**src/rtl/pulse_transition.sv**
```systemverilog
`default_nettype none
// ============================================================================
// pulse_transition : periodic pulse plus a signed, slew-limited output level.
// Optional macro PULSE_TRANSITION_SETTLED_EN adds a registered settled flag.
// Revision 1.0
// ============================================================================
module pulse_transition #(
    parameter int PERIOD_CYC = 40,
    parameter int WIDTH_CYC  = 20,
    parameter int DATA_W     = 16,
    parameter int VALUE0     = -512,
    parameter int VALUE1     = 512,
    parameter int RISE_CYC   = 4,
    parameter int FALL_CYC   = 2
) (
    input  logic                     clk,
    input  logic                     rst,
    input  logic                     en,
    output logic                     pulse,
    output logic signed [DATA_W-1:0] out
`ifdef PULSE_TRANSITION_SETTLED_EN
    ,
    output logic                     settled
`endif
);

    localparam int CNT_W  = $clog2(PERIOD_CYC);
    localparam int c_VMIN = -(2 ** (DATA_W - 1));
    localparam int c_VMAX = (2 ** (DATA_W - 1)) - 1;
    localparam int c_DIFF = (VALUE1 > VALUE0) ? (VALUE1 - VALUE0) : (VALUE0 - VALUE1);
    localparam int c_RSTEP_I = (RISE_CYC == 0) ? c_DIFF : (c_DIFF + RISE_CYC - 1) / RISE_CYC;
    localparam int c_FSTEP_I = (FALL_CYC == 0) ? c_DIFF : (c_DIFF + FALL_CYC - 1) / FALL_CYC;

    localparam logic [CNT_W-1:0]        c_WIDTH = CNT_W'(WIDTH_CYC);
    localparam logic [CNT_W-1:0]        c_LAST  = CNT_W'(PERIOD_CYC - 1);
    localparam logic signed [DATA_W:0]  c_V0    = (DATA_W + 1)'(VALUE0);
    localparam logic signed [DATA_W:0]  c_V1    = (DATA_W + 1)'(VALUE1);
    localparam logic signed [DATA_W:0]  c_RSTEP = (DATA_W + 1)'(c_RSTEP_I);
    localparam logic signed [DATA_W:0]  c_FSTEP = (DATA_W + 1)'(c_FSTEP_I);

    if (PERIOD_CYC < 2) begin : g_bad_period
        $error("pulse_transition: PERIOD_CYC must be 2 or more");
    end
    if (WIDTH_CYC < 1 || WIDTH_CYC >= PERIOD_CYC) begin : g_bad_width
        $error("pulse_transition: WIDTH_CYC must be in 1..PERIOD_CYC-1");
    end
    if (VALUE0 < c_VMIN || VALUE0 > c_VMAX) begin : g_bad_value0
        $error("pulse_transition: VALUE0 outside DATA_W range");
    end
    if (VALUE1 < c_VMIN || VALUE1 > c_VMAX) begin : g_bad_value1
        $error("pulse_transition: VALUE1 outside DATA_W range");
    end

    logic [CNT_W-1:0]         cnt_q, cnt_d;
    logic                     pulse_q, pulse_d;
    logic signed [DATA_W-1:0] out_q, out_d;
    logic signed [DATA_W:0]   w_cur, w_tgt, w_step, w_rem, w_next;

    always_comb begin
        cnt_d   = cnt_q;
        pulse_d = pulse_q;
        if (en) begin
            pulse_d = (cnt_q < c_WIDTH);
            cnt_d   = (cnt_q == c_LAST) ? '0 : cnt_q + 1'b1;
        end

        // Clamp by comparing the step with the remaining distance, so the
        // sum is only formed when it cannot pass the target.
        w_cur  = {out_q[DATA_W-1], out_q};
        w_tgt  = pulse_q ? c_V1 : c_V0;
        w_step = pulse_q ? c_RSTEP : c_FSTEP;
        w_rem  = '0;
        w_next = w_cur;
        if (w_cur < w_tgt) begin
            w_rem  = w_tgt - w_cur;
            w_next = (w_step >= w_rem) ? w_tgt : w_cur + w_step;
        end else if (w_cur > w_tgt) begin
            w_rem  = w_cur - w_tgt;
            w_next = (w_step >= w_rem) ? w_tgt : w_cur - w_step;
        end
        out_d = DATA_W'(w_next);
    end

    always_ff @(posedge clk) begin
        if (rst) begin
            cnt_q   <= '0;
            pulse_q <= 1'b0;
            out_q   <= DATA_W'(c_V0);
        end else begin
            cnt_q   <= cnt_d;
            pulse_q <= pulse_d;
            out_q   <= out_d;
        end
    end

    assign pulse = pulse_q;
    assign out   = out_q;

`ifdef PULSE_TRANSITION_SETTLED_EN
    logic settled_q, settled_d;

    // High when this cycle's update landed on the target it was heading for.
    assign settled_d = (w_next == w_tgt);

    always_ff @(posedge clk) begin
        if (rst) begin
            settled_q <= 1'b1;
        end else begin
            settled_q <= settled_d;
        end
    end

    assign settled = settled_q;
`endif

endmodule
`default_nettype wire

```
**config.mk**
```make
export PLATFORM = sky130hd
export DESIGN_NAME = pulse_transition
export DESIGN_NICKNAME = d
export VERILOG_FILES = /design/src/rtl/pulse_transition.sv
export SDC_FILE = /design/constraint.sdc
export NUM_CORES = 1
export LEC_CHECK = 0
export ABC_AREA = 0
export CAP_MARGIN = 20
export CORE_UTILIZATION = 35
export CTS_BUF_LIST = sky130_fd_sc_hd__clkbuf_4
export CTS_CLUSTER_DIAMETER = 50
export DETAILED_ROUTE_END_ITERATION = 7
export HOLD_SLACK_MARGIN = 0.05
export MAX_ROUTING_LAYER = met4
export SYNTH_ARGS = -nofsm -noshare
export SYNTH_HDL_FRONTEND = slang
export SYNTH_SLANG_ARGS = --single-unit
```
**constraint.sdc**
```tcl
create_clock -name clk -period 6.2 [get_ports clk]
set_clock_uncertainty 0.1 [all_clocks]
set_input_delay 1.24 -clock clk [delete_from_list [all_inputs] [get_ports clk]]
set_output_delay 1.24 -clock clk [all_outputs]
set_load 0.02 [all_outputs]
```
==> run summary <==
First-pass GRT wire length: 6955 um
Worst slew pin tran: 0.7087 ns
Met1 Wirelength: 2136 um
Fillers: 553
WP data arrival: 4.21 ns
Setup_tns: 0 ns
Area of the multi-input gates: 1406 sq um
Via/cell ratio: 5.384
Worst Path Required: 6.27 ns
Seq/Total Area, Yosys: 0.1609
RSZ-0062 raised after global routing: no
DP Worst Slack: 2.067 ns
Clk sinks: 15
Clk Tree Root Cell: clkbuf_4
Die width: 75.03 um
Yosys top cell by area: dfxtp_1
WL/cell: 13.55 um
Top sig layer: met4
WS Path Type: register to register
Total leakage power: 0.8892 nW
GRT Total Usage: 0.1650
Final WL: 4267 um
Power Density: 459.8 nW/um^2
Synth Area in Adders: 0.1863
DP Wirelength: 3289 um
Cell Area, Synth: 1867 sq um
Synth area leaders: dfxtp_1, ha_1, a21oi_1, nor2_1, buf_4
Number of synthesized register bits: 15
Iteration-0 DRC Markers: 104
Largest family of logic cells by synthesized area: compound AO/OA/AOI/OAI gates
Initial antenna violation count: 0
Final worst path period share: 0.6672
Setup Fix Bufs, Post-CTS: 0
Avg Cell Area, Syn: 7.746 sq um
Port bufs: 11
Crit-path max cell delay: 0.79 ns
Synth Area in Simple Gates: 0.2212
Gr ovfl total: 0
Post-synth EDFFs: 0
Routed Antenna Nets: 0
Final setup fails: 0
Final WS setup: 2.063 ns
Synth-to-layout area growth: 7.440%
CTS tree: built
# nets final: 275
Post-Synth XOR/XNOR Area: 0.04223
Final core occ: 0.3927
Pin count of the biggest net entering global routing: 19
Critical path's most frequent cell: inv_1
Worst vdd ir: 0.1838 mV
Die Y-Extent: 75.03 um
Post-route DRC violation count: 0
Type of the most critical hold path: register to register
CP Launch Type: register
DR WL met2: 2006 um
H-tree depth: 1
Status: completed
Detail Route met3 WL: 108 um
Synth top cells by count: ha_1, nor2_1, a21oi_1
DP Area: 1976 sq um
Num rows: 26
Yosys warning total: 0
Crit end category: register
Vias in the first global route: 1,454
Hold buffers post-CTS: 0
Register area: 300.3 sq um
Die footprint: 5630 sq um
Synth top area share: 0.1609
Post-synthesis compound-gate area fraction: 0.2661
Most frequent cell after synthesis: ha_1
Mux cell area share after synthesis: 0.02145
Critical-path top delay cell: dfxtp_1
Cts repair resizes: 0
Ys async rst share: 0
Highest clock rate: 0.2417 GHz
Placeable Area: 5107 sq um
Final hold vios: 0
Primary FF master, synth: dfxtp_1
Clk buf depth: 2
Ports: 20
Latest clock arrival within the worst-skew pair: 0.27 ns
Clock transition at path regs: 0.08 ns
Pre-antenna DRT Iters: 4
Design Area, Final: 2006 sq um
Via count: 1,696
Fin crit period: 4.137 ns
Initial Util: 0.3655
Max cap viols: 0
# diodes: 0
Crit-path max FO: 18
Share of layout cells above drive strength 1: 0.04898
CTS Buf Count: 3
Max-slew violations: 0
GPL Wtd Cong: 0.8500
Syn Inst Count: 241
Max-slew headroom: 0.5269
Crit-path cells: inv_1 -> ha_1 -> inv_1 -> o21ba_1 -> a211o_1 -> or4_4 -> o21ai_2 -> and3_4 -> nor2_2 -> a221o_1
Library cells used by synthesis: 56
[layout by cell type (no fill, tap or decap), types with 6 or more instances in the layout]
| cell type | count |
|---|---|
| conb_1 | 8 |
| nor2_1 | 21 |
| dfxtp_1 | 15 |
| o21a_1 | 6 |
| nand2b_1 | 7 |
| inv_1 | 17 |
| ha_1 | 23 |
| nand2_1 | 12 |
| clkdlybuf4s50_1 | 11 |
| o21ai_0 | 10 |
| a21oi_1 | 18 |
| o22ai_1 | 7 |
[power by group]
| group | total, mW | internal, mW | switching, mW |
|---|---|---|---|
| Sequential | 0.169 | 0.119 | 0.0506 |
| Clock | 0.0579 | 0.0293 | 0.0286 |
| Combinational | 0.695 | 0.302 | 0.393 |
| Total | 0.922 | 0.450 | 0.472 |
[sequential cells by signal, summed over array words and instances, names as in the netlist]
| signal | count |
|---|---|
| cnt_q | 6 |
| out | 8 |
| pulse | 1 |
[final cells by class]
cell class	count	share of cell area
Multi-Input combinational cell	197	0.7012
Timing Repair Buffer	12	0.05864
Inverter	17	0.03182
Tap cell	70	0.04367
Clock buffer	4	0.01497
Sequential cell	15	0.1497
[path summary, 6_finish.rpt]
path | to | cells past startpoint | slack [ns] | start
max | out[12] | 10 | 2.06 | pulse
min | cnt_q[5] | 2 | 0.41 | cnt_q[5]
max reg2reg | out[12] | 10 | 2.06 | pulse
min reg2reg | cnt_q[5] | 2 | 0.41 | cnt_q[5]
[metrics by stage]
step / total power, mW / instances / hold slack, ns
2_1_floorplan: 0.7095 / 248 / 0.3605
3_3_place_gp: 0.8553 / 311 / 0.3855
3_5_place_dp: 0.8555 / 311 / 0.4036
4_1_cts: 0.9187 / 315 / 0.4148
5_1_grt: 1.008 / 315 / 0.4608
6_report: 0.9221 / 315 / 0.4141
[routing by layer]
metal | vias to the layer above | global-route usage
met3 | 2 | 0.02410
met4 | 0 | 0.02096
met2 | 34 | 0.2653
met5 | - | -
li1 | 859 | -
met1 | 801 | 0.2250
[kinds of logic (layout without fill, tap and decap cells)]
| logic type | count (synthesis) | after routing |
|---|---|---|
| simple gates | 77 | 77 |
| compound gates | 73 | 73 |
| buf+inv | 36 | 33 |
| fa+ha+maj | 26 | 26 |
| flops | 15 | 15 |
| xor+xnor | 9 | 9 |
| mux | 4 | 4 |
| other cells | 1 | 8 |
[worst max-delay path, delay by kind of cell (launching register included)]
| family | cells | cell delay, ns |
|---|---|---|
| AO/OA/AOI/OAI | 4 | 1.11 |
| adder cells (fa/ha/maj) | 1 | 0.64 |
| buffers and inverters | 2 | 0.52 |
| flip-flops | 1 | 0.79 |
| AND/OR/NAND/NOR | 3 | 0.85 |
No activity file was read; power rests on OpenSTA's default activity.
